[src/rtl/aes_in_ctrl.sv]
// Input-side controller of the AES-256 core: gathers host writes into a 128-bit
// block, offers it to the cipher with valid/ready and stalls the host until done.
module aes_in_ctrl #(
  parameter int unsigned DATA_W = 32,
  parameter int unsigned BLK_W  = 128,
  parameter int unsigned NFLAGS = 8
) (
  input  logic              clk,
  input  logic              rstn,
  input  logic              wr_en,
  input  logic [1:0]        wr_addr,
  input  logic [DATA_W-1:0] wr_data,
  output logic              wr_ready,
  output logic [NFLAGS-1:0] flags,
  output logic [BLK_W-1:0]  blk_data,
  output logic              blk_valid,
  input  logic              blk_ready,
  input  logic              core_done,
  output logic [1:0]        word_cnt,
  output logic [7:0]        blk_count,
  output logic              err
);

  localparam int unsigned NWORDS = 4;
  localparam int unsigned CNT_W  = 2;
  localparam int unsigned BCNT_W = 8;

  localparam logic [1:0] ADDR_FLAGS = 2'd0;
  localparam logic [1:0] ADDR_DATA  = 2'd1;
  localparam logic [1:0] ADDR_CLEAR = 2'd2;
  localparam logic [1:0] ADDR_RSVD  = 2'd3;

  typedef enum logic [1:0] {
    IDLE = 2'd0,
    LOAD = 2'd1,
    BUSY = 2'd2
  } state_e;

  state_e              state_q, state_d;
  logic [NFLAGS-1:0]   flags_q, flags_d;
  logic [BLK_W-1:0]    blk_q, blk_d;
  logic [CNT_W-1:0]    cnt_q, cnt_d;
  logic [BCNT_W-1:0]   bcnt_q, bcnt_d;
  logic                err_q, err_d;
  logic                data_wr_c;

  assign data_wr_c = wr_en && (state_q == IDLE) && (wr_addr == ADDR_DATA);

  // State register
  always_ff @(posedge clk or negedge rstn) begin
    if (!rstn) state_q <= IDLE;
    else       state_q <= state_d;
  end

  // Next-state logic
  always_comb begin
    state_d = state_q;
    unique case (state_q)
      IDLE:    if (data_wr_c && (cnt_q == CNT_W'(NWORDS - 1))) state_d = LOAD;
      LOAD:    if (blk_ready) state_d = BUSY;
      BUSY:    if (core_done) state_d = IDLE;
      default: state_d = IDLE;
    endcase
  end

  // State-decoded outputs; blk_valid follows the async-reset state register
  always_comb begin
    wr_ready  = 1'b0;
    blk_valid = 1'b0;
    unique case (state_q)
      IDLE:    wr_ready  = 1'b1;
      LOAD:    blk_valid = 1'b1;
      default: ;
    endcase
  end

  // Host write decode; any write outside IDLE or to the reserved address is an error
  always_comb begin
    flags_d = flags_q;
    blk_d   = blk_q;
    cnt_d   = cnt_q;
    bcnt_d  = bcnt_q;
    err_d   = 1'b0;
    if (wr_en) begin
      if ((state_q != IDLE) || (wr_addr == ADDR_RSVD)) begin
        err_d = 1'b1;
      end else begin
        unique case (wr_addr)
          ADDR_FLAGS: flags_d = wr_data[NFLAGS-1:0];
          ADDR_DATA: begin
            for (int k = 0; k < NWORDS; k++) begin
              if (cnt_q == CNT_W'(k)) blk_d[k*DATA_W +: DATA_W] = wr_data;
            end
            cnt_d = cnt_q + CNT_W'(1);
          end
          ADDR_CLEAR: cnt_d = '0;
          default: ;
        endcase
      end
    end
    if ((state_q == BUSY) && core_done) bcnt_d = bcnt_q + BCNT_W'(1);
  end

  always_ff @(posedge clk or negedge rstn) begin
    if (!rstn) begin
      flags_q <= '0;
      blk_q   <= '0;
      cnt_q   <= '0;
      bcnt_q  <= '0;
      err_q   <= 1'b0;
    end else begin
      flags_q <= flags_d;
      blk_q   <= blk_d;
      cnt_q   <= cnt_d;
      bcnt_q  <= bcnt_d;
      err_q   <= err_d;
    end
  end

  assign flags     = flags_q;
  assign blk_data  = blk_q;
  assign word_cnt  = cnt_q;
  assign blk_count = bcnt_q;
  assign err       = err_q;

endmodule

[config.mk]
export PLATFORM = sky130hd
export DESIGN_NAME = aes_in_ctrl
export DESIGN_NICKNAME = d
export VERILOG_FILES = /design/src/rtl/aes_in_ctrl.sv
export SDC_FILE = /design/constraint.sdc
export NUM_CORES = 1
export LEC_CHECK = 0
export ABC_AREA = 1
export BUFFER_PORTS_ARGS = -buffer_cell sky130_fd_sc_hd__buf_2
export CAP_MARGIN = 20
export CORE_UTILIZATION = 25
export DETAILED_ROUTE_END_ITERATION = 8
export GPL_TIMING_DRIVEN = 0
export PLACE_DENSITY_LB_ADDON = 0.1
export SYNTH_ARGS = -nofsm -noshare
export SYNTH_HDL_FRONTEND = slang
export SYNTH_SLANG_ARGS = --single-unit
[constraint.sdc]
create_clock -name clk -period 1.3 [get_ports clk]
set_input_delay 0.325 -clock clk [delete_from_list [all_inputs] [get_ports clk]]
set_output_delay 0.325 -clock clk [all_outputs]
set_load 0.05 [all_outputs]
Yosys cells after proc, flatten, opt, wreduce, memory -nomap -nowiden
Index checks and enable logic that the tools add are counted.
{"block": "classes", "n_addsub": 2, "n_eq_ne": 11, "mux": 9, "bitwise_logic": 1, "n_reduce_logical": 17}
{"cell": "$reduce_and A4 Y1", "n": 4}
{"cell": "$eq A2 B2 Y1 const B", "n": 5}
{"cell": "$reduce_and A3 Y1", "n": 3}
{"cell": "$add A8 B1 Y8 const B", "n": 1}
{"cell": "$eq A2 B1 Y1 const B", "n": 3}
{"cell": "$logic_not A2 Y1", "n": 3}
{"cell": "$mux W2", "n": 3}
{"cell": "$pmux W2 S3", "n": 1}
{"cell": "$logic_and A1 B1 Y1", "n": 4}
{"cell": "$mux W1", "n": 4}
{"cell": "$ne A2 B2 Y1 const B", "n": 2}
{"cell": "$pmux W2 S2", "n": 1}
{"cell": "$reduce_bool A2 Y1", "n": 2}
{"cell": "$add A2 B1 Y2 const B", "n": 1}
{"cell": "$ne A2 B1 Y1 const B", "n": 1}
{"cell": "$logic_or A1 B1 Y1", "n": 1}
{"cell": "$not A1 Y1", "n": 1}
{"block": "totals", "register_bits": 149, "inputBits": 39, "out_inout_bits": 149, "wordCells": 49}

Logic depth before layout (Yosys ltp)
{"block": "depth", "word_depth": 6, "ltp_mapped": 9}

Least setup slack after synthesis
No wires, ideal clock.
{"block": "synth_timing", "path_kind": "register to register", "from": "reg cnt_q[0], in the netlist word_cnt[0]", "to": "reg blk_q[11], in the netlist blk_data[11]", "setup_ps": 67, "t_arrival_ps": 1662, "required_ps": 1233, "slack_ps": -429, "path_stages_with_launch": 7, "path_buffers": 1, "period_less_slack_ps": 1729, "path_cell_list": "dfrtp_1 inv_1 ha_1 nand2_1 clkbuf_1 o21ai_0 nand2_1"}
{"block": "synth_between", "elab_chain_cells": 2}
{"item": "start, declared", "line": "42", "source": "logic [CNT_W-1:0] cnt_q, cnt_d;"}
{"item": "start signal, assigned", "line": "114", "source": "cnt_q <= cnt_d;"}
{"item": "$logic_not A2 Y1", "line": "92", "source": "if (cnt_q == CNT_W'(k)) blk_d[k*DATA_W +: DATA_W] = wr_data;"}
{"item": "$reduce_and A4 Y1 (no line)"}
{"item": "end signal, assigned", "line": "113", "source": "blk_q <= blk_d;"}
{"item": "end, declared", "line": "41", "source": "logic [BLK_W-1:0] blk_q, blk_d;"}
Every way passes these cells.
A chain may end at the register's enable or synchronous reset.

Worst setup path after layout
{"block": "layout_timing", "from": "reg state_q[1]", "to": "reg blk_q[70], in the netlist blk_data[70]"}
{"block": "layout_between", "elab_chain_cells": 4}
{"item": "start, declared", "line": "39", "source": "state_e state_q, state_d;"}
{"item": "start signal, assigned", "line": "52", "source": "else state_q <= state_d;"}
{"item": "$reduce_bool A2 Y1", "line": "85", "source": "if ((state_q != IDLE) || (wr_addr == ADDR_RSVD)) begin"}
{"item": "$logic_or A1 B1 Y1", "line": "85"}
{"item": "$not A1 Y1 (no line)"}
{"item": "$reduce_and A4 Y1 (no line)"}
Every way passes these cells.

==> impl_metrics.py <==
metrics = {
    "yosys": {
        "synth_edf_count": 0,
        "ys_ff_latch": 149,
        "syn_nets": 692,
        "ys_warn_count": 0,
        "synth_ff_type": "dfrtp_1",
        "synth_most_common_cell": "nand2_1",
        "synth_cell_types": 22,
        "synth_area_per_cell_um2": 9.433,
        "synth.largest_area_cell": "dfrtp_1",
        "yosysSeqAreaShare_pct": 61.38,
        "synth_area_leaders": "dfrtp_1 (61%), nand2_1 (14%), o21ai_0 (8.8%)",
        "syn-cell-area_um2": 6075,
        "async_flop_share_pct": 100.0,
        "netlist_instances": 644,
        "yosys.area.top_type_share_pct": 61.38,
        "yosys-top-cells-count": "nand2_1 (231), dfrtp_1 (149), o21ai_0 (107)",
    },
    "sta": {
        "period_share_pct": 122.4,
        "hold_viol_final": 39,
        "finalSetupViolCount": 212,
        "finalMaxSlewViolations": 0,
        "rsz0062_at_grt": "true",
        "tns_ns": -29.60,
        "setup_slack_ns": -0.2913,
        "fin_hold_ws_ns": -0.2386,
        "tightest_slew_ns": 0.5892,
        "period_minus_slack_ns": 1.591,
        "fmax_mhz": 628.4,
        "skew_ns": 0.01213,
        "relSlewSlack_pct": 60.72,
    },
    "die": {
        "io_pins": 188,
        "die_w_um": 157.9,
        "start_util_pct": 25.65,
        "die_h_um": 157.9,
        "core_um2": 23680,
        "die-area_um2": 24930,
        "fp-row-count": 56,
    },
    "routing": {
        "viasPerCell": 4.331,
        "dr.pass1.iters": 6,
        "totalWireLength_um": 22010,
        "vias": 5487,
        "post_drt_wl_per_cell_um": 17.37,
        "drtIter0Drc": 190,
        "route.detailed.drc": 0,
        "detail-route-antenna-nets": 0,
    },
    "pwr": {
        "power_switching_share_pct": 47.04,
        "intPower_uw": 15850,
        "power_leakage_uw": 0.005331,
        "power_frac_comb_pct": 55.3,
        "seqPwrFrac_pct": 27.3,
        "ir_worst_vdd_uv": 2035,
        "clkPwrFrac_pct": 17.4,
        "p_sw_uw": 14080,
        "cellPowerDensity_nw_per_um2": 2806,
    },
    "setup_path": {
        "crit_type": "flip-flop to flip-flop",
        "r2r_slack_ns": -0.29,
        "crit_path_start_kind": "flip-flop",
        "critical_path.cell_chain": "nor2_4 > nand2_2 > buf_12 > buf_12 > nor2_8 > buf_12 > buf_8 > nor2_1 > a21oi_1",
        "cp.required_ns": 1.65,
        "crit_end": "blk_data[70]$_DFFE_PN0P_",
        "r2r_cells": 9,
        "worstSetupEndpointType": "flip-flop",
        "regToRegEndpoint": "blk_data[70]$_DFFE_PN0P_",
        "timing.rr.start": "state_q[1]$_DFFE_PN0P_",
        "cp_max_fo": 6,
        "cp_slowest_cell": "dfrtp_2",
        "crit_path_max_incr_delay_ns": 0.44,
        "cp_common_cell": "buf_12",
        "critPathArrivalTime_ns": 1.94,
        "crit_path_start": "state_q[1]$_DFFE_PN0P_",
    },
    "global_routing": {
        "antenna_found_initial": 2,
        "track_usage_pct": 17.20,
        "grt_max_degree": 111,
        "grt_pass1_vias": 5449,
        "grt_pass1_wl_um": 31720,
        "gr-total-overflow": 0,
    },
    "layout": {
        "layout-drive-gt1-share_pct": 50.74,
        "final_net_count": 983,
        "regArea_um2": 3739,
        "fill_cells": 2389,
        "final_area_um2": 10670,
        "area_growth_pct": 75.61,
        "multi_input_area_um2": 2534,
        "stdcell_count": 1267,
    },
    "placement": {
        "dp.cells": 1151,
        "placed_cell_area_um2": 7470,
        "port_buffers": 187,
        "gp_congestion": 0.7250,
        "dp_hpwl_um": 13810,
    },
    "cts": {
        "cts_buffer_depth": 2,
        "ctsHtreeMaxLevel": 4,
        "root_buffer": "clkbuf_16",
        "clk_latency_ns": 0.42,
        "clk_pin_slew_ns": 0.07,
        "numCtsBuffers": 17,
        "cts_tree": "done",
        "clkSinkCount": 149,
    },
    "run": {
        "maxCapViolCount": 0,
    },
    "outcome": {
        "status": "finished, violations left",
        "violations": "hold timing, setup timing",
    },
    "hold_path": {
        "hold_class": "input pin to async pin",
    },
}
[worst min-delay path by stage]
stage	from	endpoint	slack, ns	depth (start not counted)
floorplan	rstn	blk_count[0]$_DFFE_PN0P_	0.03	0
global placement	flags[0]$_DFFE_PN0P_	flags[0]$_DFFE_PN0P_	0.47	2
global route	rstn	blk_data[77]$_DFFE_PN0P_	-0.24	1
CTS	rstn	blk_data[77]$_DFFE_PN0P_	-0.24	1
detailed placement	rstn	blk_data[77]$_DFFE_PN0P_	0.23	1
finish	rstn	blk_data[77]$_DFFE_PN0P_	-0.24	1
[layer usage]
metal | vias up | wire, um | global-route usage, % | part of all wire [%]
li1 | 2647 | - | - | -
met1 | 2699 | 9819 | 21.76 | 45
met2 | 133 | 10770 | 28.42 | 49
met3 | 8 | 1276 | 5.283 | 5.8
met4 | 0 | 144 | 4.253 | 0.65
met5 | - | 0 | 0 | 0
[state kept, by name, indices dropped and copies added (netlist names)]
name and cells:
state_q 2, word_cnt 2, blk_count 8, flags 8, err 1, blk_data 128
[repair_timing]
action | CTS | global route
setup endpoints to repair | 287 | 294
endpoints found under the hold margin | 39 | 39
pin swaps | 0 | 16
gates resized for setup | 392 | 218
buffers inserted | 29 | 50
cloned | 4 | 7
[cells by family after synthesis]
group / count (synthesis) / share of synthesized area (%)
XOR/XNOR: 4 / 0.5768
AND/OR/NAND/NOR: 282 / 18.99
buffers and inverters: 59 / 5.355
AO/OA/AOI/OAI: 141 / 11.84
flip-flops: 149 / 61.38
adder cells (fa/ha/maj): 9 / 1.854
[critical path, delay by kind of cell (launching register included)]
family / cells / cell delay [ns]
buf+inv: 4 / 0.56
flops: 1 / 0.44
compound gates: 1 / 0.11
simple gates: 4 / 0.40
[power groups by stage]
| stage | Sequential, uW | Clock [uW] | Combinational, uW |
|---|---|---|---|
| after CTS | 8140 | 5340 | 15100 |
| after global routing | 8390 | 5530 | 17400 |
| after detailed placement | 7720 | 0 | 12200 |
| after floorplan | 14700 | 0 | 1960 |
| after global placement | 7730 | 0 | 12100 |
| final | 8170 | 5220 | 16500 |
[final cells by class]
cell class                      instances  share of cell area [%]
Sequential cell                       149                   35.05
Clock inverter                         13                   1.642
Buffer                                 32                   4.293
Antenna cell                            2                 0.04692
Clock buffer                           17                   3.988
Tap cell                              319                   3.742
Multi-Input combinational cell        436                   23.75
Inverter                               23                  0.8445
Timing Repair Buffer                  276                   26.65
[metrics by stage]
step / worst slack [ns] / power [uW] / hold slack [ns] / utilization [%]
2_1_floorplan: -0.2867 / 16640 / 0.02941 / -
3_5_place_dp: -0.6849 / 19900 / 0.2263 / 31.54
6_report: -0.2913 / 29940 / -0.2386 / 45.04
5_1_grt: -0.3556 / 31350 / -0.2359 / 45.02
4_1_cts: -0.2484 / 28610 / -0.2355 / 40.58
3_3_place_gp: -2.985 / 19830 / 0.4727 / 31.38
[layout by cell type (no fill, tap or decap), drive strengths merged]
cell        n
xnor2       1
o21ai     107
nor2       43
diode       2
ha          9
nand4       1
clkbuf     34
dfrtp     149
nand3       5
o31ai       1
a21oi      33
clkinv      1
nand3b      1
xor2        3
buf       291
clkinvlp    5
inv        27
nand2     232
bufinv      3
Note: power is estimated with default switching activity, not from simulation.
